<file path="config.mk">
export PLATFORM = sky130hd
export DESIGN_NAME = uart_rx_start_detect
export DESIGN_NICKNAME = d
export VERILOG_FILES = /design/src/rtl/uart_pkg.sv /design/src/rtl/uart_sync_ff.sv /design/src/rtl/uart_rx_start_detect.sv
export SDC_FILE = /design/constraint.sdc
export NUM_CORES = 1
export LEC_CHECK = 0
export CORE_MARGIN = 2
export CORE_UTILIZATION = 47
export CTS_BUF_LIST = sky130_fd_sc_hd__clkbuf_8 sky130_fd_sc_hd__clkbuf_16
export CTS_CLUSTER_DIAMETER = 200
export DETAILED_ROUTE_END_ITERATION = 10
export PLACE_DENSITY_LB_ADDON = 0.05
export SYNTH_ARGS = -nofsm -noshare
export SYNTH_HDL_FRONTEND = slang
export SYNTH_SLANG_ARGS = --single-unit
</file>
<file path="constraint.sdc">
create_clock -name clk -period 1.5 [get_ports clk]
set_input_delay 0.225 -clock clk [delete_from_list [all_inputs] [get_ports clk]]
set_output_delay 0.225 -clock clk [all_outputs]
set_load 0.02 [all_outputs]
</file>
<file path="src/rtl/uart_pkg.sv">
// Shared UART definitions: receive-path state encoding, default oversample ratio,
// and the counter-width helper.
package uart_pkg;

  typedef enum logic [1:0] {
    IDLE   = 2'd0,
    HUNT   = 2'd1,
    VERIFY = 2'd2
  } rx_state_t;

  localparam int unsigned OVERSAMPLE_DEF  = 16;
  localparam int unsigned SYNC_STAGES_DEF = 2;

  // Smallest width able to hold values 0 .. value-1.
  function automatic int unsigned clog2(input int unsigned value);
    int unsigned v;
    int unsigned r;
    v = value - 1;
    r = 0;
    while (v > 0) begin
      r++;
      v = v >> 1;
    end
    return r;
  endfunction

endpackage

</file>
<file path="src/rtl/uart_sync_ff.sv">
// Multi-stage synchroniser for an asynchronous single-bit input; the reset value
// is selectable so idle-high lines come out of reset inactive.
module uart_sync_ff #(
  parameter int unsigned STAGES    = 2,
  parameter logic        RESET_VAL = 1'b1
) (
  input  logic clk,
  input  logic reset,
  input  logic i_d,
  output logic o_q
);

  logic [STAGES-1:0] r_shift;

  always_ff @(posedge clk) begin
    if (reset) begin
      r_shift <= {STAGES{RESET_VAL}};
    end else begin
      r_shift <= {r_shift[STAGES-2:0], i_d};
    end
  end

  assign o_q = r_shift[STAGES-1];

endmodule

</file>
<file path="src/rtl/uart_rx_start_detect.sv">
// UART receive start-bit detector: synchronises rx_in, finds a falling edge on an
// oversample tick and confirms it by a 3-sample majority vote around mid-bit.
module uart_rx_start_detect
  import uart_pkg::*;
#(
  parameter int unsigned OVERSAMPLE  = OVERSAMPLE_DEF,
  parameter int unsigned SYNC_STAGES = SYNC_STAGES_DEF
) (
  input  logic clk,
  input  logic reset,
  input  logic start,
  input  logic baud_tick,
  input  logic rx_in,
  output logic rx_sync,
  output logic strt_bit,
  output logic false_start,
  output logic busy
);

  localparam int unsigned MID = OVERSAMPLE / 2;
  localparam int unsigned CW  = clog2(OVERSAMPLE + 1);
  localparam logic [CW-1:0] K_LO  = CW'(MID - 1);
  localparam logic [CW-1:0] K_MID = CW'(MID);
  localparam logic [CW-1:0] K_HI  = CW'(MID + 1);

  rx_state_t     r_state, w_state_next;
  logic [CW-1:0] r_cnt, w_cnt_next, w_k;
  logic [1:0]    r_votes, w_votes_next;
  logic          r_prev, r_strt, r_false, r_busy;
  logic          w_rx_sync, w_fall, w_maj_zero, w_strt_next, w_false_next;

  uart_sync_ff #(
    .STAGES    (SYNC_STAGES),
    .RESET_VAL (1'b1)
  ) u_rx_sync (
    .clk   (clk),
    .reset (reset),
    .i_d   (rx_in),
    .o_q   (w_rx_sync)
  );

  assign w_fall = baud_tick & r_prev & ~w_rx_sync;
  assign w_k    = r_cnt + CW'(1);

  // Only the first two vote samples are stored; the third is the live
  // synchronised line at the decision tick.
  assign w_maj_zero = (~r_votes[1] & ~r_votes[0]) |
                      (~r_votes[1] & ~w_rx_sync)  |
                      (~r_votes[0] & ~w_rx_sync);

  always_comb begin
    w_state_next = r_state;
    w_cnt_next   = r_cnt;
    w_votes_next = r_votes;
    w_strt_next  = 1'b0;
    w_false_next = 1'b0;
    case (r_state)
      IDLE: begin
        if (start) w_state_next = HUNT;
      end
      HUNT: begin
        if (!start) begin
          w_state_next = IDLE;
        end else if (w_fall) begin
          w_state_next = VERIFY;
          w_cnt_next   = '0;
          w_votes_next = '0;
        end
      end
      VERIFY: begin
        if (!start) begin
          w_state_next = IDLE;
        end else if (baud_tick) begin
          w_cnt_next = w_k;
          if (w_k == K_LO || w_k == K_MID) w_votes_next = {r_votes[0], w_rx_sync};
          if (w_k == K_HI) begin
            if (w_maj_zero) begin
              w_strt_next  = 1'b1;
              w_state_next = IDLE;
            end else begin
              w_false_next = 1'b1;
              w_state_next = HUNT;
            end
          end
        end
      end
      default: w_state_next = IDLE;
    endcase
  end

  always_ff @(posedge clk) begin
    if (reset) begin
      r_state <= IDLE;
      r_cnt   <= '0;
      r_votes <= '0;
      r_prev  <= 1'b1;
      r_strt  <= 1'b0;
      r_false <= 1'b0;
      r_busy  <= 1'b0;
    end else begin
      r_state <= w_state_next;
      r_cnt   <= w_cnt_next;
      r_votes <= w_votes_next;
      r_strt  <= w_strt_next;
      r_false <= w_false_next;
      r_busy  <= (w_state_next == VERIFY);
      if (baud_tick) r_prev <= w_rx_sync;
    end
  end

  assign rx_sync     = w_rx_sync;
  assign strt_bit    = r_strt;
  assign false_start = r_false;
  assign busy        = r_busy;

endmodule

</file>
=== Yosys cells after proc, flatten, opt, wreduce, memory -nomap -nowiden ===
Cells that the tools add are included.

* Add/subtract/negate cells: 1
* Equal/unequal tests: 11
* Bitwise logic cells: 14
* Reduce and logical (&&, ||, !) cells: 6
* Mux-type cells: 21

{| class="wikitable"
|+ Operators with widths
! cell !! count
|-
| 2-bit 2-to-1 mux || 11
|-
| 5-bit 2-to-1 mux || 4
|-
| 5-bit by 4-bit == test with 1-bit output (second input constant) || 2
|-
| 2-bit != test (second input constant) || 5
|-
| 5-bit case mux with 2 select lines || 1
|-
| 1-bit inverter || 7
|-
| 2-bit case mux with 3 select lines || 1
|-
| 6-bit AND reduction || 1
|-
| 5-bit by 1-bit adder with 5-bit output (second input constant) || 1
|-
| 1-bit AND || 5
|-
| 5-bit by 3-bit == test with 1-bit output (second input constant) || 1
|-
| 5-bit AND reduction || 1
|-
| 5-bit OR reduction || 1
|-
| 2-bit == test (second input constant) || 2
|-
| 2-bit case mux with 2 select lines || 1
|-
| 1-bit 2-to-1 mux || 3
|-
| 2-bit by 1-bit == test with 1-bit output (second input constant) || 1
|-
| 2-bit zero test || 1
|-
| 1-bit bitwise OR || 2
|-
| 2-bit nonzero test || 1
|-
| 1-bit logical OR || 1
|}

* Flip-flop bits (word level): 15
* Output and inout bits: 4

=== Logic depth before layout (Yosys ltp) ===
* Depth after elaboration: 10
* Gate-level depth with buffers: 7
* Depth with buffers taken out: 7

=== Cells and area by module ===
From an unflattened synthesis, not the netlist that was laid out.

* Cells, all modules: 90
* Area, all modules: 793.3 sq um

{| class="wikitable"
|+ Modules (own cells, without submodules)
! module !! instances !! cells each !! sequential area each (sq um) !! area an instance (sq um)
|-
| uart_rx_start_detect || 1 || 86 || 260.2 || 740.7
|-
| uart_sync_ff || 1 || 4 || 40.0 || 52.6
|}

=== Worst setup path after synthesis ===
Ideal clock, no wire load.

* Kind: reg2reg
* From: reg r_cnt[1]
* To: reg r_votes[1]
* Arrival: 1,552 ps
* Setup time: 126 ps
* Setup slack: -178 ps
* Stages on the path, launching flop included: 8
* Period minus slack after synthesis: 1,678 ps
* Cells stage by stage: dfxtp_1 > ha_1 > buf_2 > nand3_1 > xnor2_1 > or2_2 > o2111ai_1 > o31ai_1

* Cells in the longest elaborated chain, start to end: 5
* Elaborated cells between the ends (all ways): 6
* Those cells by class: add/sub: 1; eq/ne: 3; reduce/logical: 2

{| class="wikitable"
|+ Ends and longest elaborated chain
! item !! line !! RTL
|-
| from (decl) || uart_rx_start_detect.sv:27 || <nowiki>logic [CW-1:0] r_cnt, w_cnt_next, w_k;</nowiki>
|-
| from (signal assigned) || uart_rx_start_detect.sv:102 || <nowiki>r_cnt <= w_cnt_next;</nowiki>
|-
| 5-bit by 1-bit adder with 5-bit output * || uart_rx_start_detect.sv:43 || <nowiki>assign w_k = r_cnt + CW'(1);</nowiki>
|-
| 5-bit by 3-bit == test with 1-bit output or 5-bit by 4-bit == test with 1-bit output (tied branches) || uart_rx_start_detect.sv:75 || <nowiki>if (w_k == K_LO || w_k == K_MID) w_votes_next = {r_votes[0], w_rx_sync};</nowiki>
|-
| 1-bit logical OR * || uart_rx_start_detect.sv:75 ||
|-
| 2-bit != test (no source line) * || - ||
|-
| 6-bit AND reduction (no source line) * || - ||
|-
| to (signal assigned) || uart_rx_start_detect.sv:103 || <nowiki>r_votes <= w_votes_next;</nowiki>
|-
| to (decl) || uart_rx_start_detect.sv:28 || <nowiki>logic [1:0] r_votes, w_votes_next;</nowiki>
|}

Every way passes the cells marked *; elsewhere a longest branch is shown, timed or not.
A chain may end at the register's enable or synchronous reset.

=== Final worst setup path ===
* From: reg r_cnt[0]
* To: reg r_votes[0]

The elaborated chain is that of the path after synthesis.

==> out/results.ini <==
[timing]
fin_ws_ps=-52.32
fin_crit_ps=1552
hold_viol_final=0
max_freq_ghz=0.6442
fin_hold_ws_ps=416.9
relSlewSlack_pct=80.97
rsz0062_at_grt=true
clock_skew_ps=2.763
finalSetupViolCount=5
drv_slew=0
worstMarginPinSlew_ps=285.1
fin_crit_sh_pct=103.5

[worst_setup_path]
critPathBufInv=1
slowest_delay_ps=370
crit_family=compound AO/OA/AOI/OAI gates
crit_arrival_ps=1690
end_kind=flop
crit_fanout=6
startpoint_type=flop
worstPathCellList=ha_4, nand3b_1, o31a_1, buf_4, o21ai_2, o32ai_2
crit_type=flop to flop
crit_required_ps=1640
critPathSlowestCell=dfxtp_4

[cts]
cts_tree=built
clock_path_buffers=2
cts_inserted_buffers=3
cts_sinks=15
ctsHoldBuffers=0
path_clk_slew_ps=60
cts-root-buf=clkbuf_8
cts-htree-levels=1
clock_latency_ps=250

[synth]
synthTopCellsByCount=15 x dfxtp_1, 10 x nor2_1, 8 x nand2_1
avgSynthCellArea_sq_um=8.829
netlist_area_sq_um=777.0
syn_inst=88
ys_async_sr_fraction_pct=0
yosysWarnings=0
synth_area_leaders=dfxtp_1 39%, ha_1 6.4%, nor2_1 4.8%
synth-edff-count=0
synthDominantCellAreaShare_pct=38.65
synth-seq-cells=15
syn-num-nets=97
ys_seq_area_share_pct=38.65
post-synth-top-count-cell=dfxtp_1
synth_cell_types=35
synth-main-ff-cell=dfxtp_1
synth_top_area_cell=dfxtp_1

[run]
drv_cap=0

[placed_design]
place_inst=128
globalplace.congestion=0.9100
port_buffers=8
hpwl_mm=1.403

[layout]
drive_above_1_share_pct=35.00
nNetsFinal=130
layout.cells.non_filler=136
diodes=0
area_delta_synth_final_pct=47.50

[power]
ir_worst_vdd_uv=582.2
power.leakage_nw=0.4675
power_density_nw_per_um2=678.9
p_total_w=0.0007781

[worst_hold_path]
hold_class=flop to flop

[die]
ioPinCount=9
start_util_pct=50.99
rows=14
fp.dieH_um=44.66
die_x_um=44.66
core_region_area_sq_um=1524
dieArea_sq_um=1995

[global_route]
grt_max_degree=9
grt_pass1_vias=790
grtUsageTotal_pct=23.87
grt_antenna_before_repair=0
overflow=0
grt_pass1_wl_mm=3.401

[routing]
num_vias=775
wirelength_mm=2.020
drc=0
firstDrtPassIters=4
vias_per_cell=5.699
first_iter_violations=12
avgRoutedWirePerCell_um=14.85
final_antenna_net_count=0

[outcome]
run_status=finished with violations
violations=negative setup slack

[cells in the final DEF, fill, tap and decap left out, drive strengths merged, types with 3 or more instances in the layout]
master and count:
nand2 8, dfxtp 15, nand3b 3, a21o 3
clkbuf 3, nor2 10, clkdlybuf4s50 7, a21oi 4
ha 4, or2 3, buf 22, nand3 3
inv 5, o32ai 3
[layer usage]
| layer | GRT usage [%] | vias to the layer above | share of wire, % |
|---|---|---|---|
| li1 | - | 387 | - |
| met1 | 27.25 | 360 | 42 |
| met2 | 40.00 | 25 | 52 |
| met3 | 6.122 | 3 | 4.7 |
| met4 | 13.33 | 0 | 1.2 |
| met5 | 0 | - | 0 |
[state kept, by name (all words and copies together) (netlist names)]
register / cells
strt_bit: 1
false_start: 1
r_prev: 1
r_state: 2
busy: 1
r_cnt: 5
u_rx_sync.r_shift: 2
r_votes: 2
[layout make-up]
cell class	count	area, sq um
Inverter	4	15.01
Multi-Input combinational cell	67	514.2
Fill cell	117	377.9
Sequential cell	15	307.8
Tap cell	16	20.02
Timing Repair Buffer	30	244.0
Clock buffer	3	41.29
Clock inverter	1	3.754
[cell families (layout without fill, tap and decap cells)]
group / after synthesis / after routing / share of synthesized area [%]
AOI/OAI and AO/OA: 22 / 22 / 20.78
xor gates and xnor gates: 1 / 1 / 1.127
adders and majority gates: 5 / 5 / 7.730
buffers and inverters: 6 / 38 / 4.024
DFF: 15 / 15 / 38.65
muxes: 1 / 1 / 1.288
and+or+nand+nor: 38 / 38 / 26.41
[path summary, 6_finish.rpt]
| kind | startpoint | endpoint | slack, ps | cells past startpoint |
|---|---|---|---|---|
| setup / recovery | r_cnt[0]$_SDFFE_PP0P_ | r_votes[0]$_SDFFE_PP0P_ | -50 | 6 |
| hold / removal | u_rx_sync.r_shift[0]$_SDFF_PP1_ | u_rx_sync.r_shift[1]$_SDFF_PP1_ | 420 | 1 |
| setup reg to reg | r_cnt[0]$_SDFFE_PP0P_ | r_votes[0]$_SDFFE_PP0P_ | -50 | 6 |
| hold reg to reg | u_rx_sync.r_shift[0]$_SDFF_PP1_ | u_rx_sync.r_shift[1]$_SDFF_PP1_ | 420 | 1 |
[power breakdown]
group,total (W),internal (W),switching (W)
combinational,0.0000473,0.0000265,0.0000207
sequential,0.000405,0.000400,0.00000472
clock,0.000326,0.000182,0.000145
total,0.000778,0.000608,0.000170
[stage by stage]
step                area (sq um)  worst slack, ps  TNS [ps]  utilization [%]
floorplan                  805.8           -71.40    -98.63                -
global placement            1018           -43.91    -148.3            66.83
detailed placement          1018           -86.67    -278.5            66.83
CTS                         1124           -38.12    -109.2            73.73
global route                1146           -105.1    -482.2            75.21
finish                      1146           -52.32    -149.7            75.21
[what timing repair did]
item	in CTS	in global routing
pin swaps	2	1
gates resized for setup	11	4
endpoints found under the hold margin	0	0
buffers inserted	3	1
setup endpoints to repair	6	6
Note: power is estimated with default switching activity, not from simulation.
